==> src/rtl/sdram_pkg.sv <==
// SDRAM arbiter shared types: FSM states, command encodings, bus bundle.
// Imported by the init/aref/write/read command generators and the arbiter.
package sdram_pkg;

  typedef enum logic [2:0] {
    S_INIT,
    S_ARBIT,
    S_AREF,
    S_WRITE,
    S_READ
  } state_t;

  typedef enum logic {
    LG_WRITE = 1'b0,
    LG_READ  = 1'b1
  } grant_t;

  // {cs_n, ras_n, cas_n, we_n}
  localparam logic [3:0] CMD_NOP  = 4'b0111;
  localparam logic [3:0] CMD_PRE  = 4'b0010;
  localparam logic [3:0] CMD_AREF = 4'b0001;
  localparam logic [3:0] CMD_ACT  = 4'b0011;
  localparam logic [3:0] CMD_WR   = 4'b0100;
  localparam logic [3:0] CMD_RD   = 4'b0101;
  localparam logic [3:0] CMD_MRS  = 4'b0000;

  typedef struct packed {
    logic [3:0]  cmd;
    logic [1:0]  ba;
    logic [12:0] addr;
  } sdram_bus_t;

  localparam sdram_bus_t BUS_IDLE = '{
    cmd:  CMD_NOP,
    ba:   2'b11,
    addr: 13'h1fff
  };

endpackage

==> src/rtl/sdram_arbit.sv <==
// Arbiter between SDRAM init, refresh, write and read command generators.
// Owns the SDRAM command pins; one grant at a time, with a grant timeout.
module sdram_arbit
  import sdram_pkg::*;
#(
  parameter int DQ_W    = 16,
  parameter int TIMEOUT = 1024
) (
  input  logic            sys_clk,
  input  logic            sys_rst_n,
  input  logic            init_end,
  input  logic [3:0]      init_cmd,
  input  logic [1:0]      init_ba,
  input  logic [12:0]     init_addr,
  input  logic            aref_req,
  input  logic            aref_end,
  input  logic [3:0]      aref_cmd,
  input  logic [1:0]      aref_ba,
  input  logic [12:0]     aref_addr,
  input  logic            wr_req,
  input  logic            wr_end,
  input  logic [3:0]      wr_cmd,
  input  logic [1:0]      wr_ba,
  input  logic [12:0]     wr_addr,
  input  logic            wr_sdram_en,
  input  logic [DQ_W-1:0] wr_sdram_data,
  input  logic            rd_req,
  input  logic            rd_end,
  input  logic [3:0]      rd_cmd,
  input  logic [1:0]      rd_ba,
  input  logic [12:0]     rd_addr,
  output logic            aref_en,
  output logic            wr_en,
  output logic            rd_en,
  output logic            sdram_cke,
  output logic            sdram_cs_n,
  output logic            sdram_ras_n,
  output logic            sdram_cas_n,
  output logic            sdram_we_n,
  output logic [1:0]      sdram_ba,
  output logic [12:0]     sdram_addr,
  output logic [DQ_W-1:0] sdram_dq_out,
  output logic            sdram_dq_oe,
  output logic            arb_err
);

  localparam int CW = (TIMEOUT > 1) ? $clog2(TIMEOUT) : 1;

  state_t     state;
  state_t     state_nxt;
  grant_t     last_grant;
  logic [CW-1:0] cnt;
  logic       expire;
  logic       to_hit;
  logic       grant_now;
  logic       granted;
  sdram_bus_t bus;

  assign expire    = (cnt == CW'(TIMEOUT - 1));
  assign granted   = (state == S_AREF) || (state == S_WRITE)
                  || (state == S_READ);
  assign grant_now = (state == S_ARBIT) && (state_nxt != S_ARBIT);

  always_ff @(posedge sys_clk or negedge sys_rst_n) begin
    if (!sys_rst_n) begin
      state      <= S_INIT;
      last_grant <= LG_READ;
      cnt        <= '0;
      arb_err    <= 1'b0;
      sdram_cke  <= 1'b0;
    end else begin
      state     <= state_nxt;
      sdram_cke <= 1'b1;
      if (to_hit)
        arb_err <= 1'b1;
      if (grant_now)
        cnt <= '0;
      else if (granted)
        cnt <= cnt + 1'b1;
      if (grant_now && state_nxt == S_WRITE)
        last_grant <= LG_WRITE;
      else if (grant_now && state_nxt == S_READ)
        last_grant <= LG_READ;
    end
  end

  always_comb begin
    state_nxt = state;
    to_hit    = 1'b0;
    unique case (state)
      S_INIT:
        if (init_end)
          state_nxt = S_ARBIT;
      S_ARBIT:
        if (aref_req)
          state_nxt = S_AREF;
        else if (wr_req && (!rd_req || last_grant == LG_READ))
          state_nxt = S_WRITE;
        else if (rd_req)
          state_nxt = S_READ;
      S_AREF:
        if (aref_end)
          state_nxt = S_ARBIT;
        else if (expire) begin
          state_nxt = S_ARBIT;
          to_hit    = 1'b1;
        end
      S_WRITE:
        if (wr_end)
          state_nxt = S_ARBIT;
        else if (expire) begin
          state_nxt = S_ARBIT;
          to_hit    = 1'b1;
        end
      S_READ:
        if (rd_end)
          state_nxt = S_ARBIT;
        else if (expire) begin
          state_nxt = S_ARBIT;
          to_hit    = 1'b1;
        end
      default:
        state_nxt = S_INIT;
    endcase
  end

  always_comb begin
    aref_en      = 1'b0;
    wr_en        = 1'b0;
    rd_en        = 1'b0;
    sdram_dq_oe  = 1'b0;
    sdram_dq_out = '0;
    bus          = BUS_IDLE;
    unique case (state)
      S_INIT:
        bus = '{init_cmd, init_ba, init_addr};
      S_AREF: begin
        aref_en = 1'b1;
        bus     = '{aref_cmd, aref_ba, aref_addr};
      end
      S_WRITE: begin
        wr_en        = 1'b1;
        bus          = '{wr_cmd, wr_ba, wr_addr};
        sdram_dq_oe  = wr_sdram_en;
        sdram_dq_out = wr_sdram_data;
      end
      S_READ: begin
        rd_en = 1'b1;
        bus   = '{rd_cmd, rd_ba, rd_addr};
      end
      default:
        bus = BUS_IDLE;
    endcase
  end

  assign {sdram_cs_n, sdram_ras_n, sdram_cas_n, sdram_we_n} = bus.cmd;
  assign sdram_ba   = bus.ba;
  assign sdram_addr = bus.addr;

endmodule

==> config.mk <==
export PLATFORM = sky130hd
export DESIGN_NAME = sdram_arbit
export DESIGN_NICKNAME = d
export VERILOG_FILES = /design/src/rtl/sdram_pkg.sv /design/src/rtl/sdram_arbit.sv
export SDC_FILE = /design/constraint.sdc
export NUM_CORES = 1
export LEC_CHECK = 0
export ABC_AREA = 1
export CAP_MARGIN = 20
export CORE_UTILIZATION = 30
export DETAILED_ROUTE_END_ITERATION = 12
export GPL_TIMING_DRIVEN = 0
export PLACE_DENSITY_LB_ADDON = 0.25
export SLEW_MARGIN = 20
export SYNTH_ARGS = -nofsm -noshare
export SYNTH_HDL_FRONTEND = slang
export SYNTH_SLANG_ARGS = --single-unit
==> constraint.sdc <==
create_clock -name sys_clk -period 4.6 [get_ports sys_clk]
set_clock_uncertainty 0.1 [all_clocks]
set_input_delay 0.92 -clock sys_clk [delete_from_list [all_inputs] [get_ports sys_clk]]
set_output_delay 0.92 -clock sys_clk [all_outputs]
set_load 0.005 [all_outputs]
* Yosys cells after proc, flatten, opt, wreduce, memory -nomap -nowiden
Index checks and enable logic that the tools add are counted.
Word-level totals: bits in registers 16, bits in latches 0, memory bits (writable) 0, bits in read-only memories 0, input bits 102, output and inout port bits 41, word-level logic and storage cells 49, memories kept 0
Operators by class: $add $sub $neg 1, multiply operators 0, divide/modulo/power cells 0, magnitude comparators 0, eq/ne operators 8, shifts and indexed selects 0, mux-type cells 24, bitwise operators 0, reduce and logical (&&, ||, !) cells 11
Operators with widths (count):
- case mux 19 bit (4 select lines) | 1
- 2-to-1 mux 3 bit | 8
- 2-to-1 mux 10 bit | 2
- 2-to-1 mux 16 bit | 1
- case mux 3 bit (5 select lines) | 1
- adder 10 x 1 -> 10 bit, second input constant | 1
- == test 10 bit, second input constant | 1
- 2-to-1 mux 1 bit | 10
- == test 3 x 2 -> 1 bit, second input constant | 3
- == test 3 bit, second input constant | 2
- logical AND 1 bit | 4
- nonzero test 2 bit | 2
- == test 3 x 1 -> 1 bit, second input constant | 1
- logical NOT 3 bit | 1
- logical OR 1 bit | 3
- inequality test 3 x 1 -> 1 bit, second input constant | 1
- case mux 1 bit (3 select lines) | 1
- logical NOT 1 bit | 1

* Depth between registers and ports, before layout
Gate-level depths: netlist (run 1).
word-level depth 11, mapped depth 10, depth with buffers taken out 9

* Least setup slack after synthesis (run 1)
Ideal clock, no wire load.
path kind input to output, start point in wr_addr[4], end point out sdram_addr[4], arrival time 1311 ps, required time 3580 ps, path slack 2269 ps, stages 3, buffers on the path 0, cells stage by stage a22o_1 > a21oi_1 > nand3_1
On the way: word-level cells in the longest chain between the ends 1
RTL lines:
- start, declared | RTL line sdram_arbit.sv:24 | input logic [12:0] wr_addr,
- case mux 19 bit (4 select lines) | RTL line sdram_arbit.sv:134 | unique case (state)
- end, declared | RTL line sdram_arbit.sv:41 | output logic [12:0] sdram_addr,
Every way passes these cells.

* Worst setup path after layout (run 1)
start point in wr_addr[11], end point out sdram_addr[11]
Same word-level chain as after synthesis.

==> results.toml, run 1 <==
[run_status]
status = "finished, final reports clean"

[min_path]
hp-start = "arb_err"
hp-class = "register to register"
hold_depth = 1

[critical_path]
rr_endpoint = "cnt[8]"
path_max_fanout = 1
startpoint = "wr_addr[11]"
critical-path-max-stage-delay_ns = 0.49
crit_family = "buffers and inverters"
ff2ff_setup_slack_ns = 3.02
start_kind = "input pin"
reg2reg_from = "state[0]"
worst_path_most_repeated_cell = "clkdlybuf4s50_1"
critPathBufInv = 2
crit_end = "sdram_addr[11]"
crit_type = "input pin to output port"
end_kind = "output port"
crit_slowest_cell = "clkdlybuf4s50_1"
required_ns = 3.58
crit_chain = "clkdlybuf4s50_1 -> a22o_1 -> a21oi_1 -> nand3_1 -> clkdlybuf4s50_1"
cp.depth = 5
arrival_ns = 2.26
reg2reg_depth = 8

[timing]
fmax_ghz = 0.3050
tightest_slew_ns = 0.7045
setup_viol = 0
tns_ns = 0
slew_violations = 0
max_slew_margin_pct = 52.88
rsz0062_at_grt = "false"
hold_violations = 0
layout_setup_ws_ns = 1.321
min_period_ns = 3.279
fin_crit_sh_pct = 71.27

[route]
drt_iter0_drc = 111
viasPerCell = 4.609
wirelength_microns = 6464
ant_nets = 0
wl_per_cell_microns = 13.81
vias = 2157
dr.pass1.iters = 4
remaining_drc_errors = 0

[clocking]
postCtsSetupRepairBufs = 0
clk_path_buf_depth = 2
ctsHoldBuffers = 0
cts-root-buf = "clkbuf_8"
htree_levels = 1
post_cts_resized = 0
cts_buffers = 3
tritoncts = "built"
cts.reportedPaths.clkPinSlew_ns = 0.06
cts.sinks = 16
clkLatencyLatePin_ns = 0.25

[floorplanning]
die_w_microns = 74.52
die-area_sq_mm = 0.005553
die_h_microns = 74.52
io_pins = 143
num_rows = 26
core_area_sq_mm = 0.005075
start_util_pct = 31.09

[yosys]
syn_inst = 252
netlist.area_leader.share_pct = 23.79
async_reset_ff_share_pct = 100.0
synth_seq_cells = 16
synth_common_cells = "nand2_1 (70), inv_1 (32), nor2_1 (26)"
yosys_warnings = 0
ys.flop_type = "dfrtp_1"
syn_avg_cell_area_sq_um = 6.261
synth.distinct_cells = 29
synthDominantAreaCellType = "dfrtp_1"
synthesis.area_sq_mm = 0.001578
ys_top_cells_by_area = "dfrtp_1 (24%), nand2_1 (17%), inv_1 (7.6%), a21oi_1 (6.7%), nand3_1 (6.3%)"
ys_seq_area_share_pct = 25.46
synth_edf_count = 0
synthMostInstantiatedCell = "nand2_1"
synthesis.nets = 355

[finish]
nNetsFinal = 502
syn_to_final_growth_pct = 98.49
seq_area_sq_um = 401.6
drive_above_1_share_pct = 7.789
multi_input_area_sq_um = 977.2
fin_area_sq_mm = 0.003132
n_fill_cell = 472
n_antenna_cell = 0

[global_routing]
grt.total_usage_pct = 21.61
grt_pass1_wl_microns = 9163
grt_max_degree = 17
overflow = 0
antenna_found_initial = 0
grt_pass1_vias = 1875

[placed_design]
port_buffers = 142
place_area_sq_mm = 0.003087
dp_slack_ns = 1.323
hpwl_microns = 5347
gp_congestion = 0.8245

[run]
max_cap_violations = 0

[pwr]
power_density_mw_per_mm2 = 403.7
p_leak_nw = 1.414
vdd_ir_drop_max_v = 0.0002419
-- through the flow --
| step | hold slack [ns] | power [W] | util, % | std cells |
|---|---|---|---|---|
| floorplan | 0.3510 | 0.0006468 | - | 252 |
| global placement | 0.3439 | 0.001154 | 60.82 | 464 |
| detailed placement | 0.3558 | 0.001165 | 60.82 | 464 |
| CTS | 0.3693 | 0.001278 | 61.71 | 468 |
| global route | 0.3961 | 0.001367 | 61.71 | 468 |
| finish | 0.3622 | 0.001264 | 61.71 | 468 |
-- per-layer routing --
layer	GRT usage, %	vias to the layer above	wire length, microns
met1	27.41	958	2754
met2	35.44	76	2957
met5	0	-	0
met3	6.233	15	617
li1	-	1108	-
met4	6.709	0	134
-- cell usage in the layout, fill, tap and decap left out, types with 7 or more instances in the layout --
master,count
clkdlybuf4s50_1,142
nand2_1,70
inv_1,32
a221oi_1,7
a21oi_1,21
nand4_1,7
a22o_1,9
nand3_1,20
nor2_1,26
dfrtp_1,15
-- flip-flops by register name (all words and copies together) (netlist names) --
register and flops:
cnt 10, state 3, arb_err 1, last_grant 1, sdram_cke 1
-- power breakdown --
| group | internal [W] | switching, W | leakage (nW) |
|---|---|---|---|
| clock network | 0.0000614 | 0.0000474 | 0.0228 |
| registers | 0.000169 | 0.0000207 | 0.211 |
| logic | 0.000509 | 0.000457 | 1.18 |
| total | 0.000739 | 0.000525 | 1.41 |
-- how the worst min path moves through the flow --
| stage | endpoint | slack, ns |
|---|---|---|
| final | arb_err | 0.36 |
| after global routing | arb_err | 0.40 |
| after CTS | arb_err | 0.37 |
| after detailed placement | arb_err | 0.36 |
| after global placement | arb_err | 0.34 |
| after floorplan | arb_err | 0.35 |
-- area by class of cell --
class                           instances  share of cell area, %
Timing Repair Buffer                  142                  45.39
Multi-Input combinational cell        189                  31.20
Inverter                               36                  4.315
Clock buffer                            4                  1.438
Tap cell                               70                  2.797
Buffer                                 11                  2.038
Sequential cell                        16                  12.82
-- cell families (layout without fill, tap and decap cells) --
family | Yosys count | count (layout) | share of synthesized area (%)
simple gates | 136 | 136 | 38.14
buf+inv | 47 | 193 | 12.61
compound gates | 44 | 44 | 18.87
flops | 16 | 16 | 25.46
xor+xnor | 7 | 7 | 3.886
fa+ha+maj | 1 | 1 | 0.7929
other cells | 1 | 1 | 0.2377
(Power assumes the default switching activity.)
==> inputs of run 2 (changes only) <==
==> constraint.sdc (replaced) <==
create_clock -name sys_clk -period 3.05 [get_ports sys_clk]
set_clock_uncertainty 0.1 [all_clocks]
set_input_delay 0.61 -clock sys_clk [delete_from_list [all_inputs] [get_ports sys_clk]]
set_output_delay 0.61 -clock sys_clk [all_outputs]
set_load 0.005 [all_outputs]
==> run 2 against run 1 <==
Sequential share of layout area about the same. Design area grew 0.24%. Clock-buffer cell count stayed put. Register-to-register slack worse by 1.5 ns. First-iteration DRC count fell by 12%. Setup slack worse by 1.1 ns. Via count is essentially flat. Total power grew 52%. Non-clock buffer count is the same. Highest routed layer unchanged.
==> results.toml, run 2 (same netlist as run 1, synthesis figures left out) <==
[run_status]
status = "finished, final reports clean"

[route]
ant_nets = 0
remaining_drc_errors = 0
vias = 2159
wirelength_microns = 6471
viasPerCell = 4.613
drt_iter0_drc = 98
wl_per_cell_microns = 13.83
dr.pass1.iters = 4

[timing]
max_slew_margin_pct = 52.88
fmax_ghz = 0.3494
slew_violations = 0
rsz0062_at_grt = "false"
fin_crit_sh_pct = 93.83
setup_viol = 0
min_period_ns = 2.862
layout_setup_ws_ns = 0.1880
holdWs_ns = 0.3622
tightest_slew_ns = 0.7046
hold_violations = 0
tns_ns = 0

[floorplanning]
start_util_pct = 31.09
num_rows = 26
io_pins = 143
die_h_microns = 74.52
core_area_sq_mm = 0.005075
die_w_microns = 74.52
die-area_sq_mm = 0.005553

[pwr]
p_seq_share_pct = 14.9
vdd_ir_drop_max_v = 0.0003655
switching_share_pct = 41.58
p_clk_share_pct = 8.6
p_int_w = 0.001119
p_total_w = 0.001916
p_comb_share_pct = 76.5
p_leak_nw = 1.414
power_density_mw_per_mm2 = 610.2
netSwitchingPower_w = 0.0007965

[finish]
fin_area_sq_mm = 0.003139
layout_commonest_cell = "clkdlybuf4s50_1"
syn_to_final_growth_pct = 98.97
n_antenna_cell = 0
nNetsFinal = 502
top_regs = "cnt (10), state (3)"
layout_common_cells = "clkdlybuf4s50_1 (142), nand2_1 (70), inv_1 (32), nor2_1 (26), a21oi_1 (21)"
top_register = "cnt"
largest_reg_flops = 10
drive_above_1_share_pct = 7.789

[clocking]
clkLatencyLatePin_ns = 0.25
cts.reportedPaths.clkPinSlew_ns = 0.06
htree_levels = 1
tritoncts = "built"
cts_buffers = 3
postCtsSetupRepairBufs = 0
clk_path_buf_depth = 2
cts.sinks = 16
cts-root-buf = "clkbuf_8"

[global_routing]
grt_pass1_wl_microns = 9163
grt.total_usage_pct = 21.61
overflow = 0
antenna_found_initial = 0
grt_pass1_vias = 1875
grt_max_degree = 17

[critical_path]
start_kind = "register"
arrival_ns = 2.15
reg2reg_from = "state[0]"
required_ns = 2.34
crit_end = "sdram_addr[6]"
reg2reg_depth = 8
rr_endpoint = "cnt[8]"
startpoint = "state[2]"
ff2ff_setup_slack_ns = 1.48
end_kind = "output port"
path_max_fanout = 10
crit_type = "register to output port"

[placed_design]
port_buffers = 142
place_area_sq_mm = 0.003087
hpwl_microns = 5347
dp_slack_ns = 0.3456
gp_congestion = 0.8245

[min_path]
hp-class = "register to register"

[run]
max_cap_violations = 0
-- run 2: changes by cell type in the layout (fill, tap and decap cells not counted), sizes merged --
cell	change
clkbuf	+1
buf	-1
-- run 2: worst max-delay path: stages (launching register included) --
cell and delay [ns]:
dfrtp_1 0.37, buf_6 0.14, inv_2 0.07, nand2_2 0.07, nor2_1 0.14, clkbuf_4 0.23
buf_4 0.19, nand2_1 0.06, nand3_1 0.11, clkdlybuf4s50_1 0.52
-- run 2: cell type report --
class / count / area, sq um
fill: 471 / 1936
timing repair buffer: 142 / 1421
tap: 70 / 87.58
multi-input combinational: 189 / 982.2
clock buffer: 4 / 45.04
buffer: 11 / 66.31
inverter: 36 / 135.1
sequential: 16 / 401.6
-- run 2: worst min-delay path by stage --
| stage | startpoint | to | slack (ns) | depth (start not counted) |
|---|---|---|---|---|
| 2_1_floorplan | sys_rst_n | arb_err | 0.21 | 0 |
| 3_5_place_dp | arb_err | arb_err | 0.36 | 1 |
| 4_1_cts | arb_err | arb_err | 0.37 | 1 |
| 3_3_place_gp | arb_err | arb_err | 0.34 | 1 |
| 5_1_grt | arb_err | arb_err | 0.40 | 1 |
| 6_report | arb_err | arb_err | 0.36 | 1 |
-- run 2: power groups by stage --
stage	registers, W	clock network [W]	logic [W]
2_1_floorplan	0.000284	0	0.000692
3_3_place_gp	0.000288	0	0.00145
3_5_place_dp	0.000289	0	0.00147
4_1_cts	0.000286	0.000168	0.00147
5_1_grt	0.000292	0.000178	0.00160
6_report	0.000286	0.000164	0.00147
-- run 2: metal layers --
metal	vias up	part of all wire, %	GRT usage, %	wire length [microns]
met5	-	0	0	0
met1	958	43	27.41	2768
met2	76	45	35.44	2940
li1	1108	-	-	-
met4	0	2.2	6.709	143
met3	17	9.6	6.233	618
-- run 2: timing repair --
item / in CTS / in global routing
hold buffers: 0 / 0
setup endpoints to repair: 0 / 10
resized for setup: 0 / 2
endpoints found under the hold margin: 0 / 0
-- run 2: stage by stage --
stage	instances	utilization (%)
floorplan	252	-
global placement	464	60.82
detailed placement	464	60.82
CTS	468	61.71
global route	468	61.86
finish	468	61.86
